--- src/rtl/keyrom_pkg.sv ---
// Shared types and default key contents for the key stream ROM.
// Lockout behaviour is selected in the top by the KEYROM_LOCKOUT_EN macro.
package keyrom_pkg;

    typedef enum logic [1:0] {
        IDLE   = 2'd0,
        STREAM = 2'd1,
        LOCKED = 2'd2
    } state_t;

    localparam int unsigned KEY_INIT_WORDS = 8;

    // Key 0 occupies words 0..3, key 1 occupies words 4..7.
    localparam logic [15:0] KEY_INIT [KEY_INIT_WORDS] = '{
        16'h0123, 16'h4567, 16'h89ab, 16'hcdef,
        16'hfedc, 16'hba98, 16'h7654, 16'h3210
    };

    function automatic logic [15:0] key_word(input int unsigned addr);
        if (addr < KEY_INIT_WORDS) begin
            return KEY_INIT[addr[2:0]];
        end
        return 16'h0000;
    endfunction

endpackage

--- src/rtl/key_stream_rom_key_mem.sv ---
// Key storage: constant ROM array with a registered word address and combinational read.
// Contents come from keyrom_pkg and are never touched by reset; only the address register is.
module key_mem
    import keyrom_pkg::*;
#(
    parameter int DATA_W = 16,
    parameter int DEPTH  = 8,
    parameter int AW     = 3
) (
    input  logic              clk,
    input  logic              rst_n,
    input  logic              load,
    input  logic [AW-1:0]     load_addr,
    input  logic              inc,
    output logic [DATA_W-1:0] data
);

    localparam int SLOTS = 2 ** AW;

    logic [DATA_W-1:0] rom [SLOTS];
    logic [AW-1:0]     addr_q;

    for (genvar i = 0; i < SLOTS; i++) begin : g_rom
        assign rom[i] = (i < DEPTH) ? DATA_W'(key_word(i)) : '0;
    end

    always_ff @(posedge clk) begin
        if (!rst_n) begin
            addr_q <= '0;
        end else if (load) begin
            addr_q <= load_addr;
        end else if (inc) begin
            addr_q <= addr_q + AW'(1);
        end
    end

    assign data = rom[addr_q];

endmodule

--- src/rtl/key_stream_rom.sv ---
// Streams one stored key word-by-word under a valid/ready handshake, gated by acc_en.
// Define KEYROM_LOCKOUT_EN to make every error sticky (LOCKED until reset).
module key_stream_rom
    import keyrom_pkg::*;
#(
    parameter int DATA_W    = 16,
    parameter int KEY_WORDS = 4,
    parameter int NUM_KEYS  = 2,
    parameter int IDX_W     = 1
) (
    input  logic              rom_clk,
    input  logic              rom_rst_n,
    input  logic              acc_en,
    input  logic              req_valid,
    input  logic [IDX_W-1:0]  req_idx,
    output logic              req_ready,
    output logic [DATA_W-1:0] dout,
    output logic              dout_valid,
    output logic              dout_last,
    input  logic              dout_ready,
    output logic              err
);

    localparam int DEPTH = NUM_KEYS * KEY_WORDS;
    localparam int AW    = (DEPTH > 1) ? $clog2(DEPTH) : 1;
    localparam int CW    = (KEY_WORDS > 1) ? $clog2(KEY_WORDS) : 1;
    localparam logic [CW-1:0]    LAST_CNT   = CW'(KEY_WORDS - 1);
    localparam logic [IDX_W:0]   NUM_KEYS_L = (IDX_W + 1)'(NUM_KEYS);

`ifdef KEYROM_LOCKOUT_EN
    localparam state_t ERR_STATE = LOCKED;
`else
    localparam state_t ERR_STATE = IDLE;
`endif

    state_t            state;
    logic [CW-1:0]     wcnt;
    logic [CW-1:0]     wcnt_nxt;
    logic [AW-1:0]     base_addr;
    logic [DATA_W-1:0] mem_data;
    logic              idx_ok;
    logic              load;
    logic              inc;

    assign idx_ok    = {1'b0, req_idx} < NUM_KEYS_L;
    assign base_addr = AW'(AW'(req_idx) * AW'(KEY_WORDS));
    assign wcnt_nxt  = wcnt + CW'(1);
    assign load      = (state == IDLE) && req_valid && acc_en && idx_ok;
    // An acc_en drop wins over any handshake, so the address only moves while access is held.
    assign inc       = (state == STREAM) && acc_en && dout_ready && !dout_last;

    key_mem #(
        .DATA_W (DATA_W),
        .DEPTH  (DEPTH),
        .AW     (AW)
    ) u_key_mem (
        .clk       (rom_clk),
        .rst_n     (rom_rst_n),
        .load      (load),
        .load_addr (base_addr),
        .inc       (inc),
        .data      (mem_data)
    );

    always_ff @(posedge rom_clk) begin
        if (!rom_rst_n) begin
            state      <= IDLE;
            dout_valid <= 1'b0;
            dout_last  <= 1'b0;
            err        <= 1'b0;
            wcnt       <= '0;
        end else begin
            err <= 1'b0;
            case (state)
                IDLE: begin
                    if (req_valid) begin
                        if (acc_en && idx_ok) begin
                            state      <= STREAM;
                            dout_valid <= 1'b1;
                            dout_last  <= (KEY_WORDS == 1);
                            wcnt       <= '0;
                        end else begin
                            state <= ERR_STATE;
                            err   <= 1'b1;
                        end
                    end
                end
                STREAM: begin
                    if (!acc_en) begin
                        state      <= ERR_STATE;
                        dout_valid <= 1'b0;
                        dout_last  <= 1'b0;
                        err        <= 1'b1;
                    end else if (dout_ready) begin
                        if (dout_last) begin
                            state      <= IDLE;
                            dout_valid <= 1'b0;
                            dout_last  <= 1'b0;
                        end else begin
                            wcnt      <= wcnt_nxt;
                            dout_last <= (wcnt_nxt == LAST_CNT);
                        end
                    end
                end
                LOCKED: begin
                    if (req_valid) begin
                        err <= 1'b1;
                    end
                end
                default: begin
                    state <= IDLE;
                end
            endcase
        end
    end

    assign req_ready = (state != STREAM);
    assign dout      = dout_valid ? mem_data : '0;

endmodule

--- config.mk ---
export PLATFORM = sky130hd
export DESIGN_NAME = key_stream_rom
export DESIGN_NICKNAME = d
export VERILOG_FILES = /design/src/rtl/keyrom_pkg.sv /design/src/rtl/key_stream_rom_key_mem.sv /design/src/rtl/key_stream_rom.sv
export SDC_FILE = /design/constraint.sdc
export NUM_CORES = 1
export LEC_CHECK = 0
export ABC_AREA = 1
export BUFFER_PORTS_ARGS = -buffer_cell sky130_fd_sc_hd__buf_2
export CAP_MARGIN = 5
export CORE_MARGIN = 3
export CORE_UTILIZATION = 52
export DETAILED_ROUTE_END_ITERATION = 6
export PLACE_DENSITY_LB_ADDON = 0.3
export SLEW_MARGIN = 20
export SYNTH_ARGS = -nofsm -noshare
export SYNTH_HDL_FRONTEND = slang
export SYNTH_HIERARCHICAL = 1
export SYNTH_SLANG_ARGS = --single-unit
export TNS_END_PERCENT = 1
--- constraint.sdc ---
create_clock -name rom_clk -period 2.6 [get_ports rom_clk]
set_input_delay 0.52 -clock rom_clk [delete_from_list [all_inputs] [get_ports rom_clk]]
set_output_delay 0.52 -clock rom_clk [all_outputs]
set_load 0.1 [all_outputs]
==> results of run 1 <==
kinds of logic (layout without fill, tap and decap cells):
family	count (synthesis)	count (layout)	synth area share (%)
xor+xnor	2	2	2.334
buf+inv	44	58	28.66
compound gates	4	4	2.665
flops	9	9	24.00
other cells	1	2	0.4995
fa+ha+maj	2	2	3.333
simple gates	64	64	38.50
registers in the layout, summed over array words and instances (netlist names):
signal            flops
dout_valid            1
u_key_mem/addr_q      3
dout_last             1
state                 1
wcnt                  2
err                   1
critical path: stages, from the launching register on:
cell,delay [ns]
dfxtp_1,0.48
xor2_1,0.32
nand2_1,0.10
inv_1,0.06
buf_2,0.41
power breakdown:
group	switching (W)	internal [W]	total (W)
Clock	0.0000548	0.0000569	0.000112
Sequential	0.0000146	0.000147	0.000162
Combinational	0.000173	0.0000355	0.000208
Total	0.000242	0.000239	0.000481
per-layer routing:
metal	global-route usage (%)	vias to the layer above	wire length, um
met5	0	-	0
met4	6.627	0	10
met3	7.054	2	88
met2	23.55	17	637
met1	18.00	291	592
li1	-	382	-
layout make-up:
class | instances | share of cell area [%]
Tap cell | 15 | 2.287
Clock inverter | 1 | 0.6098
Clock buffer | 3 | 2.744
Timing Repair Buffer | 25 | 15.24
Multi-Input combinational cell | 74 | 43.75
Sequential cell | 9 | 22.10
Inverter | 29 | 13.26
metrics by stage:
step	hold WS (ns)	util (%)	instances
3_3_place_gp	0.5068	59.47	152
4_1_cts	0.4993	61.54	156
3_5_place_dp	0.5156	59.47	152
5_1_grt	0.5026	61.54	156
2_1_floorplan	0.4870	-	127
6_report	0.5029	61.54	156
placed cells by master (no fill, tap or decap), types with 2 or more instances in the layout:
cell type,count
nand3b_1,3
dfxtp_1,8
conb_1,2
a21oi_1,3
nand2_2,3
buf_2,25
nand2_1,39
nor2_2,2
nor2_1,7
inv_1,26
ha_1,2
clkbuf_4,3
nand3_1,7
xor2_1,2
inv_2,2
how the worst max path moves through the flow:
stage	endpoint	start
5_1_grt	dout[6]	u_key_mem/addr_q[2]
6_report	dout[6]	u_key_mem/addr_q[2]
3_5_place_dp	dout[6]	u_key_mem/addr_q[2]
3_3_place_gp	dout[2]	u_key_mem/addr_q[2]
2_1_floorplan	dout[2]	dout_valid
4_1_cts	dout[6]	u_key_mem/addr_q[2]
==> run summary, run 1 <==
For the worst setup path, the data required time is 2.08 ns. In the synthesized netlist, the cells that appear most often are 39 x nand2_1, 26 x inv_1, 13 x buf_4, 9 x dfxtp_1. The tools report the kind of end point of the critical path as an output port. The logs give 4 for the first-pass iteration count of the detailed router and 750.7 um2 for the total standard cell area after synthesis. Buffers inserted during clock tree synthesis total 3. The HPWL after detailed placement was 1.051 mm. dfxtp_1 takes more of the synthesized area than any other cell. In this run, synthesis inferred 0 flip-flops with an integrated enable. The die is 44.00 um wide. The final setup slack of the worst path is 0.4360 ns, and the global routing usage summed across all routing layers is 15.26%. The number of DRC markers after the initial detailed-route iteration was 7; the mean number of vias per cell was 4.436. In this run the deepest clock path goes through 2 buffers. In the final routed layout, each cell accounts on average for 8.513 um.

The worst setup path is of the flip-flop to output port kind. The logs give 1334 um2 for the placeable core region and 0 for the number of maximum-capacitance violations. The area taken by flip-flops and latches was 181.4 um2.

In this run the critical register-to-register path is launched from state[0]. The number of global-route vias before repair was 576. For the maximum number of pins on one net before global-route repair, the log shows 19. The total die area was 1936 um2. The most used flip-flop cell after synthesis is dfxtp_1. Start point of the worst hold path: acc_en. The tools report the H-tree depth reported by CTS as 1.

Data arrives at the worst endpoint at 1.64 ns. The total negative slack came out at 0 ns. The logs give 13 for the number of standard-cell rows in the floorplan and 21 for the number of different library cells in the post-synthesis netlist. The initial antenna violation count is 0, and the total count of hold-check failures in the final report is 0. The synthesized design contains 9 register bits. For the count of mapped cells out of synthesis, the log shows 126. For this configuration, the core starts out at a cell density of 56.29%. The global-route wire length before repair is 2.214 mm, and the clock period minus worst slack is 2.164 ns. For the count of nets after finishing, the log shows 150. The total of buffers placed on input and output ports came out at 25. The final number of max-transition violations is 0.

The logs give 0.7184 ns for the pre-CTS worst setup slack and 0.0004815 W for the total design power. The power density over the cells is 586.6 nW/um2, and the total setup buffers inserted after CTS is 0. By instance count, the leading cell after synthesis is nand2_1. Compared with the post-synthesis result, the final layout area differs by 9.333%.

The logs give 692 for the total number of vias and 1.35 ns for the setup slack of the worst register-to-register path. Buffer type at the clock tree root: clkbuf_4. Setup violations remaining at the end of the flow were counted as 0. At the later pin of the worst-skew pair, clock insertion delay measures 0.27 ns.

During I/O placement, the number of pins put on the boundary was 26. The number of cells on the worst hold path is 2, and the upper clock frequency limit is 462.1 MHz. The fill cell total of the finished layout was 139. For this design the static power due to leakage is 0.5975 nW. The part of the cycle the worst path needs is 83.23%, and the post-cts gate resize count is 0. For this design, the CTS-stage hold fixing added 0 buffers.

The cell count of the worst reg-to-reg path was 9. The tools report the detailed-route wire length as 1.328 mm. The capture point of the worst reg-to-reg path is u_key_mem/addr_q[0].

The fraction of registers with async set/reset works out to 0%. The final setup skew was 0.007534 ns; the global placer's final weighted congestion was 0.7139. The post-detailed-route count of antenna-violating nets is 0. The average instance in the mapped netlist occupies 5.958 um2. Share of post-route cells with drive strength above 1: 27.66%. TritonCTS built the clock tree. The overall overflow remaining after global route is 0. By area the synthesized netlist is led by dfxtp_1 24%, nand2_1 19%, buf_4 13%, inv_1 13%, nand3_1 4.7%.

In the final layout, the multi-input gates occupy 359.1 um2. Along the worst path, the maximum fanout reaches 8. Clock tree synthesis found a total of 9 sinks. The logs give 793.3 um2 for the cell area after placement and 0 for the number of antenna diodes.

Setup repair after global routing left no endpoint under its margin. The path with the worst hold slack has its endpoint at err. The worst setup path is launched from a flip-flop.

The flow ran to the end, and the final reports show no timing, DRC or antenna violations. For the peak supply drop, the log shows 0.3343 mV. Sequential area share after synthesis: 24.00%. Summing all non-filler instances in the final layout gives an area of 820.8 um2. Clock-pin slew was measured on the worst setup and hold paths at 0.07 ns. The top cell type's share of synthesized area works out to 24.00%. Worst min-delay path category: primary input to flip-flop.

For this run, design rule violations remaining after detail routing come to 0. The die is 44.00 um tall. For the warning count from the yosys run, the log shows 6.
Power figures use the tool's default switching activity.
==> run 2, diff against run 1 <==
CORE_UTILIZATION = 43   (was 52)
clock period = 1.9 ns   (was 2.6 ns; I/O delays follow)
==> run 2 against run 1 <==
  * Utilization grew 1.8 points
  * Global-route usage down 0.76 points
  * Final cell count grew 0.64%
  * Sequential cell count did not move
  * Register-to-register slack lost 0.69 ns
  * Die area grew 18%
  * Non-clock buffer count unchanged
  * Critical path depth down 1
  * Clock power is 32% higher
  * Power grew 44%
  * Critical path type unchanged
  * Largest cell class unchanged
  * Largest power group unchanged
==> run summary, run 2 (synthesis gave the netlist of run 1 again) <==
The flow ran to the end, and the final reports show no timing, DRC or antenna violations. The clock passes through at most 2 buffers. The first global-routing pass estimated 2.283 mm of wire.

The overall overflow remaining after global route was 0; the number of DRC markers after the initial detailed-route iteration was 10. In the layout the commonest cells are 39 x nand2_1, 17 x buf_2, 15 x inv_1, 11 x clkinvlp_4, 8 x buf_12. The initial antenna violation count was 0; the number of antenna diodes was 0. The slowest stage of the critical path belongs to the cell dfxtp_2. In this run the count of I/O pins placed on the die edge is 26. The number of buffers inserted for hold repair after clock tree synthesis was 0. The final-report setup violation count was 0; the number of cells on the worst hold path was 2. The logs give 0.5123 nW for the leakage component of the power and 0.007030 ns for the final setup skew. VDD sags by at most 0.4838 mV. The pre-antenna-repair detailed-routing pass consisted of 3 iterations. Setup repair after global routing left no endpoint under its margin. Dividing the final minimum period by the clock period gives 93.73%.

The tightest hold path in the finished design has a slack of 0.3600 ns. The worst register-to-register path has a depth of 9. The kind of critical path was flip-flop to output port.

STA classifies the critical path startpoint as a flip-flop. After floorplanning, the core was divided into 14 placement rows. Post-CTS timing repair inserted 0 buffers for setup.

After the last flow step, the layout net total stands at 150. Walking the worst path, the cells encountered are nand2_1 > clkinvlp_4 > buf_2. The clock net in this run drives a total of 9 sinks. The clock-pin slew on the worst setup and hold paths came out at 0.06 ns. The buffer type at the clock tree root was clkbuf_4.

At the end of routability-driven placement, the weighted congestion stood at 0.7228. The largest single stage delay on the critical path is 0.49 ns. The power density over the cells was 696.3 nW/um2; the maximum fanout count along the critical path was 18. STA classifies the critical path endpoint as an output port.

The HPWL after detailed placement came out at 1.154 mm. Number of global-route vias before repair: 550. The initial standard-cell utilization of the core is 47.62%, and the global routing usage summed across all routing layers is 14.50%. Data arrives at the worst endpoint at 1.40 ns.

For the worst-skew pair, the clock arrives at the later sink with an insertion delay of 0.26 ns. The tools report the H-tree depth reported by CTS as 1. The total design power is 0.0006952 W, and the share of post-route cells with drive strength above 1 is 36.88%.

The total number of vias was 678; the CTS buffer count was 3. Dividing the detail-routed via count by the number of cells gives 4.318. The logs give 0 for the final number of max-transition violations and 19 for the maximum number of pins on one net before global-route repair.

The min-delay analysis places its worst path in the category primary input to flip-flop. The die is 47.79 um tall. Number of flip-flops in the largest register: 3. The largest registers in the layout are u_key_mem/addr_q (3), wcnt (2).

The register with the most flip-flops in the final layout is u_key_mem/addr_q. Static timing analysis puts the maximum clock frequency at 561.5 MHz. The total die area was 2283 um2; the post-detailed-route count of antenna-violating nets was 0.

In this run the horizontal extent of the chip is 47.79 um. The leading cell type in the layout, fill and taps excluded is nand2_1. The tool flagged a number of max-cap violations equal to 0.

Input and output buffers added on the ports amount to 25. The tools report the detailed-route wire length as 1.410 mm. The total area inside the core boundary comes to 1577 um2.

The run gives 0 as the remaining design rule violation count. In the final routed layout, each cell accounts on average for 8.981 um. TritonCTS built the clock tree. From synthesis to final layout, the design area changed by 33.00%. Data on the critical path is required at its endpoint by 1.52 ns. The total count of hold-check failures in the final report is 0. Clock period minus worst slack: 1.781 ns.
run 2: worst paths after layout:
check,endpoint,from,slack (ns)
worst max-delay path,dout[12],dout_valid,0.12
worst min-delay path,err,acc_en,0.36
worst max register to register,u_key_mem/addr_q[0],state[0],0.66
worst min register to register,wcnt[0],wcnt[0],0.54
run 2: what timing repair did:
action,CTS,global route
hold endpoints to repair,0,0
gates resized for setup,0,3
setup endpoints to repair,0,8
run 2: power by group:
part	internal, W	switching [W]
clock network	0.0000809	0.0000669
registers	0.000202	0.0000214
logic	0.0000761	0.000248
run 2: stage by stage:
| step | setup slack [ns] | area [um2] | instances | util, % | setup TNS (ns) |
|---|---|---|---|---|---|
| finish | 0.1191 | 998.5 | 157 | 63.33 | 0 |
| global route | 0.02225 | 998.5 | 157 | 63.33 | 0 |
| CTS | 0.01345 | 982.2 | 157 | 62.30 | 0 |
| detailed placement | 0.3144 | 955.9 | 153 | 60.63 | 0 |
| global placement | 0.3693 | 955.9 | 153 | 60.63 | 0 |
| floorplan | -0.05396 | 797.0 | 127 | - | -0.6800 |
run 2: area by class of cell:
| class | count | area (um2) |
|---|---|---|
| clock buffer | 4 | 26.28 |
| fill | 135 | 578.1 |
| inverter | 29 | 150.1 |
| multi-input combinational | 74 | 374.1 |
| sequential | 9 | 182.7 |
| tap | 16 | 20.02 |
| timing repair buffer | 25 | 245.2 |
run 2: critical path: cells and delay by family (launching register included):
| kind | cells | cell delay, ns |
|---|---|---|
| flops | 1 | 0.49 |
| buf+inv | 2 | 0.49 |
| simple gates | 1 | 0.15 |
run 2: per-layer routing:
metal | vias up | track usage [%] | wire, um | part of all wire [%]
li1 | 379 | - | - | -
met1 | 279 | 17.94 | 578 | 41
met2 | 18 | 22.96 | 732 | 52
met3 | 2 | 5.639 | 88 | 6.2
met4 | 0 | 4.839 | 10 | 0.71
met5 | - | 0 | 0 | 0
==> run 3, diff against run 2 <==
CORE_UTILIZATION = 48   (was 43)
clock period = 1.75 ns   (was 1.9 ns; I/O delays follow)
==> run 3 against run 2 <==
  * Final cell count fell by 0.64%
  * Global-route usage rose by 3.5 points
  * Utilization rose by 17 points
  * Sequential power rose by 9.0%
  * Design area rose by 11%
==> run summary, run 3 (synthesis gave the netlist of run 1 again) <==
The flow ran to the end, and the final reports show no timing, DRC or antenna violations. Once routing completed, OpenROAD measured the worst setup slack at 0.09210 ns. Summed over all nets, the switching power comes to 0.0003849 W. The portion of total power attributed to the clock network is 21.5%.

For this run, the slowest stage of the critical path takes 0.44 ns. The clock period minus worst slack works out to 1.658 ns. The placeable core region is 1383 um2, and the maximum number of pins on one net before global-route repair is 19.

The repair_antennas step left the layout with diodes totalling 0. Leaving out fill and tap cells, the most frequent cells in the layout are 39 x nand2_1, 15 x inv_1, 15 x buf_12, 11 x clkinvlp_4, 10 x buf_2. The family of cells with the greatest summed delay on the critical path was flip-flops. The total number of vias was 712.

From synthesis to final layout, the design area changed by 47.17%. Number of global-route vias before repair: 624. After clock tree synthesis, the clock-pin slew on the worst setup and hold paths is 0.07 ns.

The total buffers and inverters traversed by the critical path works out to 2. Summed over all layers, the routed wires come to 1.626 mm. The min-delay analysis places its worst path in the category primary input to flip-flop.

The run gives 0.4395 mV as the peak supply drop. After detailed routing, the average wire length per cell comes to 10.42 um. In this run the worst path has a maximum fanout of 4. The part of the cycle the worst path needs works out to 94.74%. The run gives 1.31 ns as the arrival time of the worst setup path. The total setup buffers inserted after CTS was 0. Share of post-route cells with drive strength above 1: 36.88%. The kind of end point of the critical path was an output port. TritonCTS built the clock tree.

Data on the critical path is required at its endpoint by 1.40 ns. The number of buffers inserted for hold repair after clock tree synthesis came out at 0. The later-pin clock latency in the skew report was 0.27 ns. The tree is rooted in a clkbuf_4. The pre-CTS worst setup slack is 0.2070 ns, and the cell area after placement is 1060 um2. Walking the worst path, the cells encountered are xor2_2 > nand2_1 > clkinvlp_4 > buf_12.

The register with the most flip-flops in the layout has 3 of them. The logs give 2.622 mm for the global-route wire length before repair and 0.0008037 W for the total design power. The logs give 26 for the number of I/O pins and 0 for the final-report setup violation count.

TritonCTS created 3 clock buffers. The overall overflow remaining after global route came out at 0. The slowest cell on the critical path is dfxtp_1. The leakage component of the power is 0.5339 nW, and the internal portion of total power is 0.0004188 W.

STA classifies the critical path startpoint as a flip-flop. In this run the remaining antenna-violating nets after routing total 0. Die height: 45.55 um. The H-tree depth reported by CTS is 1. The register containing the most flip-flops in the final layout is u_key_mem/addr_q.

For this block, the initial DRC count from the detailed router was 20. The global routing usage summed across all routing layers was 18.01%. The tools report the total count of hold-check failures in the final report as 0.

By startpoint and endpoint, the worst setup path is classified as flip-flop to output port. Leaving out fill and tap cells, the most frequent cell in the layout is nand2_1. The remaining design rule violation count was 0. Once layout is complete, the utilization of the core stands at 79.91%. The logs give 603.2 MHz for the upper clock frequency limit and 13 for the number of standard-cell rows in the floorplan. The mean number of vias per cell was 4.564. The power density over the cells was 727.4 nW/um2. Measured along the x axis, the die boundary spans 45.55 um. The total of buffers placed on input and output ports was 25. For the combinational fraction of design power, the log shows 48.3%. With fillers left out, the area of the finished cells amounts to 1105 um2. The switching part of the total was 47.89%. The HPWL after detailed placement is 1.312 mm. The final layout contains 150 nets. The tools report the final number of max-transition violations as 0. The first detailed-routing pass ran for 5 iterations.

The run gives 0.002739 ns as the final setup skew. Setup repair after global routing left no endpoint under its margin. For this configuration, the core starts out at a cell density of 54.30%. The run gives 90 as the fill cell total of the finished layout. The tools report the clock sink total as 9. The number of buffers on the longest clock path is 2, and the sequential group share of total power is 30.2%.

The initial antenna violation count came out at 0. At the end of routability-driven placement, the weighted congestion stood at 0.7186. In the final layout, the registers with the most flip-flops are u_key_mem/addr_q (3), wcnt (2). Max-cap violations in this run came to 0.

The run gives 2074 um2 as the total die area.
## run 3: cell counts in the layout (fill, tap and decap cells not counted)
Identical to the previous run, type by type.
## run 3: final cells by class
type                    count  area, um2  area share (%)
inverters                  29      150.1           13.59
multi-input cells          74      374.1           33.86
clock buffers               4      26.28           2.378
repair buffers             25      350.3           31.71
flip-flops and latches      9      185.2           16.76
well taps                  15      18.77           1.699
## run 3: power by group through the flow
stage | clock network, W | logic, W | registers (W)
after floorplan | 0 | 0.000284 | 0.000272
after global placement | 0 | 0.000382 | 0.000243
after detailed placement | 0 | 0.000388 | 0.000245
after CTS | 0.000178 | 0.000391 | 0.000243
after global routing | 0.000188 | 0.000409 | 0.000246
final | 0.000173 | 0.000388 | 0.000243
## run 3: stage by stage
step	cells	TNS, ns	hold slack [ns]
final	156	0	0.3432
after CTS	156	0	0.3324
after global routing	156	0	0.3496
after detailed placement	152	0	0.5066
after global placement	152	0	0.5042
after floorplan	127	-2.480	0.4215
## run 3: timing repair
| action | 4_1_cts | 5_1_grt |
|---|---|---|
| endpoints found under the setup margin | 8 | 1 |
| gates cloned | 0 | 0 |
| pin swaps | 0 | 0 |
| resized for setup | 3 | 1 |
## run 3: final timing paths
path / startpoint / end / slack, ns / cells past startpoint
setup / recovery: u_key_mem/addr_q[0] / dout[2] / 0.09 / 4
hold / removal: acc_en / err / 0.34 / 2
setup reg to reg: state[0] / u_key_mem/addr_q[1] / 0.49 / 9
hold reg to reg: wcnt[0] / wcnt[0] / 0.52 / 2
## run 3: per-layer routing
| metal | track usage, % | share of wire, % | vias to the layer above |
|---|---|---|---|
| li1 | - | - | 379 |
| met1 | 18.57 | 38 | 312 |
| met2 | 33.70 | 56 | 19 |
| met3 | 3.557 | 4.8 | 2 |
| met4 | 8.772 | 0.98 | 0 |
| met5 | 0 | 0 | - |
